===== src/rtl/hazard_ctrl_unit_if.sv =====
// rtl/hazard_ctrl_unit_if.sv - pipeline <-> hazard controller handshake bundle
//
// Purpose: groups the decoded-ID fields, the EX branch result and the
// stall/flush/forward controls exchanged between the datapath and
// hazard_ctrl_unit.
// Ports (signals):
//   Rs1D, Rs2D, A3D [4:0]  ID source/destination registers
//   UsesRs1D, UsesRs2D     ID instruction reads Rs1/Rs2
//   RegWriteD              ID instruction writes A3D
//   MEM_CtrlD [1:0]        bit0 = load, bit1 = store
//   BranchTakenE           branch/jump resolved taken in EX
//   StallF, StallD         hold PC / IF-ID
//   FlushD, FlushE         bubble IF-ID / ID-EX
//   ForwardAE, ForwardBE   EX operand selects (00 RD, 10 MEM, 01 WB)
// Modports: master = datapath side, slave = hazard controller.
interface hazard_ctrl_unit_if;
  logic [4:0] Rs1D;
  logic [4:0] Rs2D;
  logic       UsesRs1D;
  logic       UsesRs2D;
  logic [4:0] A3D;
  logic       RegWriteD;
  logic [1:0] MEM_CtrlD;
  logic       BranchTakenE;
  logic       StallF;
  logic       StallD;
  logic       FlushD;
  logic       FlushE;
  logic [1:0] ForwardAE;
  logic [1:0] ForwardBE;

  modport master (
    output Rs1D, Rs2D, UsesRs1D, UsesRs2D, A3D, RegWriteD, MEM_CtrlD, BranchTakenE,
    input  StallF, StallD, FlushD, FlushE, ForwardAE, ForwardBE
  );

  modport slave (
    input  Rs1D, Rs2D, UsesRs1D, UsesRs2D, A3D, RegWriteD, MEM_CtrlD, BranchTakenE,
    output StallF, StallD, FlushD, FlushE, ForwardAE, ForwardBE
  );
endinterface


===== src/rtl/hazard_ctrl_unit.sv =====
// rtl/hazard_ctrl_unit.sv - load-use stall, branch flush and EX forwarding control
//
// Purpose: keeps a shadow copy of the EX/MEM/WB destination and control
// fields, detects load-use hazards against the instruction in ID, issues
// stall/flush controls and selects EX operand forwarding paths. Counts
// stall and flush cycles in saturating counters.
// Ports:
//   clk        rising-edge clock
//   rst        synchronous active-high reset
//   hz         hazard_ctrl_unit_if.slave (ID fields in, controls out)
//   stall_cnt  saturating count of load-use stall cycles
//   flush_cnt  saturating count of taken-branch flush cycles
module hazard_ctrl_unit #(
  parameter int CNT_W = 16
) (
  input  logic             clk,
  input  logic             rst,
  hazard_ctrl_unit_if.slave hz,
  output logic [CNT_W-1:0] stall_cnt,
  output logic [CNT_W-1:0] flush_cnt
);

  // Shadow pipeline state
  logic [4:0] e_rs1_q, e_rs1_d;
  logic [4:0] e_rs2_q, e_rs2_d;
  logic [4:0] e_a3_q,  e_a3_d;
  logic       e_rw_q,  e_rw_d;
  logic       e_ld_q,  e_ld_d;
  logic [4:0] m_a3_q,  m_a3_d;
  logic       m_rw_q,  m_rw_d;
  logic       m_ld_q,  m_ld_d;
  logic [4:0] w_a3_q,  w_a3_d;
  logic       w_rw_q,  w_rw_d;

  logic [CNT_W-1:0] stall_cnt_q, stall_cnt_d;
  logic [CNT_W-1:0] flush_cnt_q, flush_cnt_d;

  logic lu;

  // The M-slot load flag and the store bit are tracked but never consumed:
  // a load in M can only match after a missed stall, and stores never stall.
  logic unused_sig;
  assign unused_sig = &{1'b0, m_ld_q, hz.MEM_CtrlD[1]};

  always_comb begin
    lu = e_ld_q && (e_a3_q != 5'd0) &&
         ((hz.UsesRs1D && (e_a3_q == hz.Rs1D)) ||
          (hz.UsesRs2D && (e_a3_q == hz.Rs2D)));

    // A taken branch squashes the ID instruction, so it overrides the stall.
    hz.FlushD = hz.BranchTakenE;
    hz.StallF = lu && !hz.BranchTakenE;
    hz.StallD = lu && !hz.BranchTakenE;
    hz.FlushE = lu || hz.BranchTakenE;

    // MEM beats WB so the youngest producer wins; x0 never forwards.
    hz.ForwardAE = 2'b00;
    if (m_rw_q && (m_a3_q != 5'd0) && (m_a3_q == e_rs1_q))      hz.ForwardAE = 2'b10;
    else if (w_rw_q && (w_a3_q != 5'd0) && (w_a3_q == e_rs1_q)) hz.ForwardAE = 2'b01;

    hz.ForwardBE = 2'b00;
    if (m_rw_q && (m_a3_q != 5'd0) && (m_a3_q == e_rs2_q))      hz.ForwardBE = 2'b10;
    else if (w_rw_q && (w_a3_q != 5'd0) && (w_a3_q == e_rs2_q)) hz.ForwardBE = 2'b01;
  end

  always_comb begin
    w_a3_d = m_a3_q;
    w_rw_d = m_rw_q;
    m_a3_d = e_a3_q;
    m_rw_d = e_rw_q;
    m_ld_d = e_ld_q;
    e_rs1_d = hz.Rs1D;
    e_rs2_d = hz.Rs2D;
    e_a3_d  = hz.A3D;
    e_rw_d  = hz.RegWriteD;
    e_ld_d  = hz.MEM_CtrlD[0];
    if (hz.FlushE) begin
      e_rs1_d = 5'd0;
      e_rs2_d = 5'd0;
      e_a3_d  = 5'd0;
      e_rw_d  = 1'b0;
      e_ld_d  = 1'b0;
    end

    stall_cnt_d = stall_cnt_q;
    if (hz.StallD && (stall_cnt_q != {CNT_W{1'b1}})) stall_cnt_d = stall_cnt_q + 1'b1;
    flush_cnt_d = flush_cnt_q;
    if (hz.BranchTakenE && (flush_cnt_q != {CNT_W{1'b1}})) flush_cnt_d = flush_cnt_q + 1'b1;
  end

  always_ff @(posedge clk) begin
    if (rst) begin
      e_rs1_q <= 5'd0;
      e_rs2_q <= 5'd0;
      e_a3_q  <= 5'd0;
      e_rw_q  <= 1'b0;
      e_ld_q  <= 1'b0;
      m_a3_q  <= 5'd0;
      m_rw_q  <= 1'b0;
      m_ld_q  <= 1'b0;
      w_a3_q  <= 5'd0;
      w_rw_q  <= 1'b0;
      stall_cnt_q <= '0;
      flush_cnt_q <= '0;
    end else begin
      e_rs1_q <= e_rs1_d;
      e_rs2_q <= e_rs2_d;
      e_a3_q  <= e_a3_d;
      e_rw_q  <= e_rw_d;
      e_ld_q  <= e_ld_d;
      m_a3_q  <= m_a3_d;
      m_rw_q  <= m_rw_d;
      m_ld_q  <= m_ld_d;
      w_a3_q  <= w_a3_d;
      w_rw_q  <= w_rw_d;
      stall_cnt_q <= stall_cnt_d;
      flush_cnt_q <= flush_cnt_d;
    end
  end

  assign stall_cnt = stall_cnt_q;
  assign flush_cnt = flush_cnt_q;

endmodule

===== src/flat_wrapper.sv =====
// flat-port wrapper written by rule: the top's interface ports become plain ports
module hazard_ctrl_unit_flat 
#(
  parameter int CNT_W = 16
)
  (clk, rst, stall_cnt, flush_cnt, hz_Rs1D, hz_Rs2D, hz_UsesRs1D, hz_UsesRs2D, hz_A3D, hz_RegWriteD, hz_MEM_CtrlD, hz_BranchTakenE, hz_StallF, hz_StallD, hz_FlushD, hz_FlushE, hz_ForwardAE, hz_ForwardBE);
  hazard_ctrl_unit_if hz_i ();
  input  logic clk;
  input  logic rst;
  output logic [CNT_W-1:0] stall_cnt;
  output logic [CNT_W-1:0] flush_cnt;
  input wire logic [$bits(hz_i.Rs1D)-1:0] hz_Rs1D;
  input wire logic [$bits(hz_i.Rs2D)-1:0] hz_Rs2D;
  input wire logic [$bits(hz_i.UsesRs1D)-1:0] hz_UsesRs1D;
  input wire logic [$bits(hz_i.UsesRs2D)-1:0] hz_UsesRs2D;
  input wire logic [$bits(hz_i.A3D)-1:0] hz_A3D;
  input wire logic [$bits(hz_i.RegWriteD)-1:0] hz_RegWriteD;
  input wire logic [$bits(hz_i.MEM_CtrlD)-1:0] hz_MEM_CtrlD;
  input wire logic [$bits(hz_i.BranchTakenE)-1:0] hz_BranchTakenE;
  output wire logic [$bits(hz_i.StallF)-1:0] hz_StallF;
  output wire logic [$bits(hz_i.StallD)-1:0] hz_StallD;
  output wire logic [$bits(hz_i.FlushD)-1:0] hz_FlushD;
  output wire logic [$bits(hz_i.FlushE)-1:0] hz_FlushE;
  output wire logic [$bits(hz_i.ForwardAE)-1:0] hz_ForwardAE;
  output wire logic [$bits(hz_i.ForwardBE)-1:0] hz_ForwardBE;
  assign hz_i.Rs1D = hz_Rs1D;
  assign hz_i.Rs2D = hz_Rs2D;
  assign hz_i.UsesRs1D = hz_UsesRs1D;
  assign hz_i.UsesRs2D = hz_UsesRs2D;
  assign hz_i.A3D = hz_A3D;
  assign hz_i.RegWriteD = hz_RegWriteD;
  assign hz_i.MEM_CtrlD = hz_MEM_CtrlD;
  assign hz_i.BranchTakenE = hz_BranchTakenE;
  assign hz_StallF = hz_i.StallF;
  assign hz_StallD = hz_i.StallD;
  assign hz_FlushD = hz_i.FlushD;
  assign hz_FlushE = hz_i.FlushE;
  assign hz_ForwardAE = hz_i.ForwardAE;
  assign hz_ForwardBE = hz_i.ForwardBE;
  hazard_ctrl_unit #(.CNT_W(CNT_W)) u_core (.clk(clk), .rst(rst), .hz(hz_i), .stall_cnt(stall_cnt), .flush_cnt(flush_cnt));
endmodule

===== config.mk =====
export PLATFORM = sky130hd
export DESIGN_NAME = hazard_ctrl_unit_flat
export DESIGN_NICKNAME = d
export VERILOG_FILES = /design/src/rtl/hazard_ctrl_unit_if.sv /design/src/rtl/hazard_ctrl_unit.sv /design/src/flat_wrapper.sv
export SDC_FILE = /design/constraint.sdc
export NUM_CORES = 1
export LEC_CHECK = 0
export CAP_MARGIN = 20
export CORE_MARGIN = 2
export CORE_UTILIZATION = 45
export CTS_BUF_LIST = sky130_fd_sc_hd__clkbuf_8 sky130_fd_sc_hd__clkbuf_16
export DETAILED_ROUTE_END_ITERATION = 10
export PLACE_DENSITY = 0.74
export SLEW_MARGIN = 10
export SYNTH_ARGS = -nofsm -noshare
export SYNTH_HDL_FRONTEND = slang
export SYNTH_SLANG_ARGS = --single-unit

===== constraint.sdc =====
create_clock -name clk -period 2.4 [get_ports clk]
set_input_delay 0.72 -clock clk [delete_from_list [all_inputs] [get_ports clk]]
set_output_delay 0.72 -clock clk [all_outputs]
set_load 0.05 [all_outputs]

Word-level counts from Yosys, hierarchy flattened:

Index checks and enable logic that the tools add are counted.

* add/sub/neg operators: 2
* muxes and demuxes: 4
* equal/unequal tests: 8
* reductions and logical operators: 20

Operator list (count)
* $add 16x1->16 const B: 2
* $ne 16x16->1 const B: 2
* $eq 5x5->1: 6
* $reduce_bool 5->1: 3
* $logic_and 1x1->1: 13
* $mux 2: 2
* $logic_or 1x1->1: 2
* $mux 1: 2
* $reduce_or 2->1: 1
* $logic_not 1->1: 1

* output and inout port bits: 40
* logic and storage cells: 45
* register bits: 61

Depth between registers and ports, before layout:

* word-level depth: 6
* depth in mapped cells: 6
* gate-level depth less buffers: 6

Worst setup path after synthesis:

No wires, ideal clock.

* path type: flip-flop to output port
* start: register u_core.m_a3_q[3]
* end: output hz_ForwardAE[0]
* data required time: 1.680 ns
* data arrival time: 2.949 ns
* setup slack: -1.269 ns
* stages on the path, launching flop included: 5
* cells stage by stage: dfxtp_1 > or4_1 > o21ai_0 > nor4_1 > nor4_1

* word-level cells in the longest chain between the ends: 4
* elaborated cells between the ends (all ways): 5
* classes of those cells: eq/ne: 1; mux: 1; reduce/logical: 3

RTL lines
* from (decl): line hazard_ctrl_unit.sv:29 `logic [4:0] m_a3_q, m_a3_d;`
* from (signal assigned): line hazard_ctrl_unit.sv:111 `m_a3_q <= m_a3_d;`
* $reduce_bool 5->1: line hazard_ctrl_unit.sv:58 `if (m_rw_q && (m_a3_q != 5'd0) && (m_a3_q == e_rs1_q)) hz.ForwardAE = 2'b10;`
* $logic_and 1x1->1: line hazard_ctrl_unit.sv:58
* $logic_and 1x1->1 *: line hazard_ctrl_unit.sv:58
* $mux 2 *: line hazard_ctrl_unit.sv:58
* to (decl): line flat_wrapper.sv:24 `output wire logic [$bits(hz_i.ForwardAE)-1:0] hz_ForwardAE;`

Every way passes the cells marked *; elsewhere a longest branch is shown, timed or not.

Worst setup path in the final report:

Same ends and word-level chain as after synthesis.

==> results.ini <==
[finish]
nets=422
fin_cells=479
final_area_sq_mm=0.00421
n_antenna_cell=0
area_growth_pct=47.0
drive_above_1_share=0.276
fin_util=0.675
num-fill-cells=494

[detailed_routing]
drt-pass1-iter-count=4
wl_microns=6980
drtIter0Drc=50
wl_met3_microns=292
wl_met2_microns=3610
ant_nets=0
avgViaCountPerCell=5.30
top_layer=met4
drcViolationCount=0
dr_total_vias=2537
avgRoutedWirePerCell_microns=14.6
m1WireLength_microns=2920

[worst_setup_path]
crit_chain=or4_4 -> o21ai_4 -> nor4_4 -> nor4_4 -> buf_12
cpMaxStageDelayCell=or4_4
end_kind=primary output
cp_common_cell=nor4_4
critical_path_buf_inv_count=1
worstPathArrival_ns=1.98
critical_path.max_stage_delay_ns=0.55
critical_path.top_delay_family=simple AND/OR/NAND/NOR gates
cp_data_required_time_ns=1.68
crit_type=register to primary output
path_max_fanout=2
setup.worst_path.start_class=register

[cts]
cts_tree=yes
cts_hold_buf=0
root_buffer=clkbuf_8
clock-sinks=61
clkTransAtPathRegs_ns=0.08
clk_latency_ns=0.34
h-tree-depth=3
clk_path_buf_depth=2
cts_buffers=9

[floorplanning]
dieWidth_microns=83.8
initial_core_util=0.459
dieArea_sq_mm=0.00702
io_pins=63
core_area_sq_mm=0.00624
dieHeight_microns=83.8
rows=29

[timing]
setup_ws_ns=-0.299
hold_violations=0
fin_skew_ns=0.0117
maxSlewViolCount=0
setup-violations-final=7
final.period_utilization=1.12
rsz0062_at_grt=true
min_period_ns=2.70
worstMarginPinSlew_ns=0.889
slew_headroom=0.399
fmax_mhz=370

[global_routing]
first_global_vias=2507
grt_usage=0.202
grt_overflow=0
grt_antenna_before_repair=0
grt_pass1_wl_microns=11300
grt_max_degree=27

[logic_synthesis]
synth_area_sq_mm=0.00287
synth_top_area_share=0.426
synthTopCellsByArea=dfxtp_1 43%, xor2_1 7.6%, xnor2_1 4.9%
netlist_instances=314
synth_cell_types=45
yosys_warnings=0
synth_top_cell_by_area=dfxtp_1
synth_area_per_cell_sq_um=9.13
synth_nets=339
synth.ff_latch_count=61
seq_area_frac_synth=0.426

[job]
cap_violations=0

[placed_design]
dp.cells=456
gp_congestion=0.855
dpl-instance-area_sq_mm=0.00382
io_buffer_count=61
hpwl_microns=4810

[worst_hold_path]
hold_path_class=register to register

[power_and_ir_drop]
vdd_ir_drop_max_v=0.000381
p_leak_nw=1.66
internal_power_mw=1.63
sw_frac_of_total=0.256
power_density_mw_per_mm2=519
power_frac_comb=0.102
p_switching_uw=560
clkPwrFrac=0.415
seq_power_share=0.482

[status]
status=finished with violations
violations=negative setup slack

per-stage QoR:
step,hold slack (ns),power (mW),setup TNS [ns],setup slack [ns]
floorplan,0.414,1.19,-0.390,-0.207
global placement,0.422,1.27,-11.28,-0.460
detailed placement,0.428,1.28,-12.82,-0.482
CTS,0.449,2.18,-0.870,-0.290
global route,0.463,2.25,-1.43,-0.362
finish,0.446,2.19,-1.04,-0.299
Yosys cell counts, drive strengths merged:
master	count
or4	10
ha	2
and3	7
nor2b	20
and3b	1
nand2b	1
nand3	12
nor3	8
o31ai	4
xor2	25
o22a	1
nand2	13
nand4b	1
clkbuf	10
nor4b	1
or3	4
a311oi	1
o311ai	1
o22ai	1
a2111oi	1
dfxtp	61
and4	2
mux2i	3
or2	1
nor2	29
xnor2	16
o21ai	8
a211oi	1
and2	17
buf	2
o21a	1
o211ai	6
nor4	7
a21oi	8
mux2	8
a31oi	1
inv	5
a21o	1
nand3b	2
or3b	1
nand4	10
cells in the final DEF (no fill, tap or decap), drive strengths merged, types with 4 or more instances in the layout:
cell type / n
nand3: 12
or3: 4
and3: 7
xor2: 25
nor2: 29
o211ai: 6
nand2: 13
nor4: 7
or4: 10
o31ai: 4
inv: 6
o21ai: 8
clkdlybuf4s50: 37
nor2b: 20
and2: 17
clkbuf: 9
mux2: 8
dfxtp: 61
xnor2: 16
buf: 42
nand4: 10
a21oi: 8
nor3: 8
logic make-up (layout without fill, tap and decap cells):
group	Yosys count	count (layout)	share of synthesized area
mux	11	11	0.0419
xor+xnor	41	41	0.125
fa+ha+maj	2	2	0.00873
compound gates	35	35	0.0816
buf+inv	17	105	0.0249
flops	61	61	0.426
simple gates	147	147	0.292
layer usage:
metal / up-vias / track usage
li1: 1272 / -
met1: 1200 / 0.229
met2: 50 / 0.355
met3: 15 / 0.0475
met4: 0 / 0.0982
met5: - / 0
path summary, 6_finish.rpt:
| path | startpoint | end | slack [ns] | depth (start not counted) |
|---|---|---|---|---|
| hold / removal | u_core.e_rw_q | u_core.m_rw_q | 0.45 | 1 |
| setup / recovery | u_core.m_a3_q[3] | hz_ForwardAE[0] | -0.30 | 5 |
| hold reg to reg | u_core.e_rw_q | u_core.m_rw_q | 0.45 | 1 |
| setup reg to reg | u_core.e_a3_q[3] | u_core.stall_cnt[15] | 0.27 | 8 |
area by class of cell:
class	count	area, sq um	area share
Multi-Input combinational cell	236	1810	0.431
Sequential cell	61	1240	0.294
Timing Repair Buffer	84	845	0.200
Clock buffer	9	124	0.0294
Tap cell	77	96.3	0.0229
Clock inverter	7	75.1	0.0178
Inverter	5	18.8	0.00446
sequential cells by signal (all words and copies together), names as in the netlist, 5 cells and up:
signal and count:
u_core.e_a3_q 5, u_core.e_rs1_q 5, u_core.e_rs2_q 5, u_core.flush_cnt 16, u_core.m_a3_q 5, u_core.stall_cnt 16
u_core.w_a3_q 5
power by group through the flow:
| stage | combinational (mW) | sequential [mW] | clock, mW |
|---|---|---|---|
| final | 0.224 | 1.05 | 0.908 |
| after floorplan | 0.105 | 1.09 | 0 |
| after global routing | 0.240 | 1.06 | 0.956 |
| after detailed placement | 0.201 | 1.08 | 0 |
| after global placement | 0.199 | 1.08 | 0 |
| after CTS | 0.217 | 1.05 | 0.911 |
worst register-to-register path: cells and delay by family (launching register included):
kind                      cells  cell delay (ns)
AOI/OAI and AO/OA             1             0.27
DFF                           1             0.37
muxes                         1             0.37
and+or+nand+nor               2             0.46
xor gates and xnor gates      1             0.14
buffers and inverters         3             0.43
what timing repair did:
action	CTS	global route
setup endpoints to repair	28	24
setup buffers	6	1
pin swaps	22	2
resized for setup	78	12
Power figures use the tool's default switching activity.
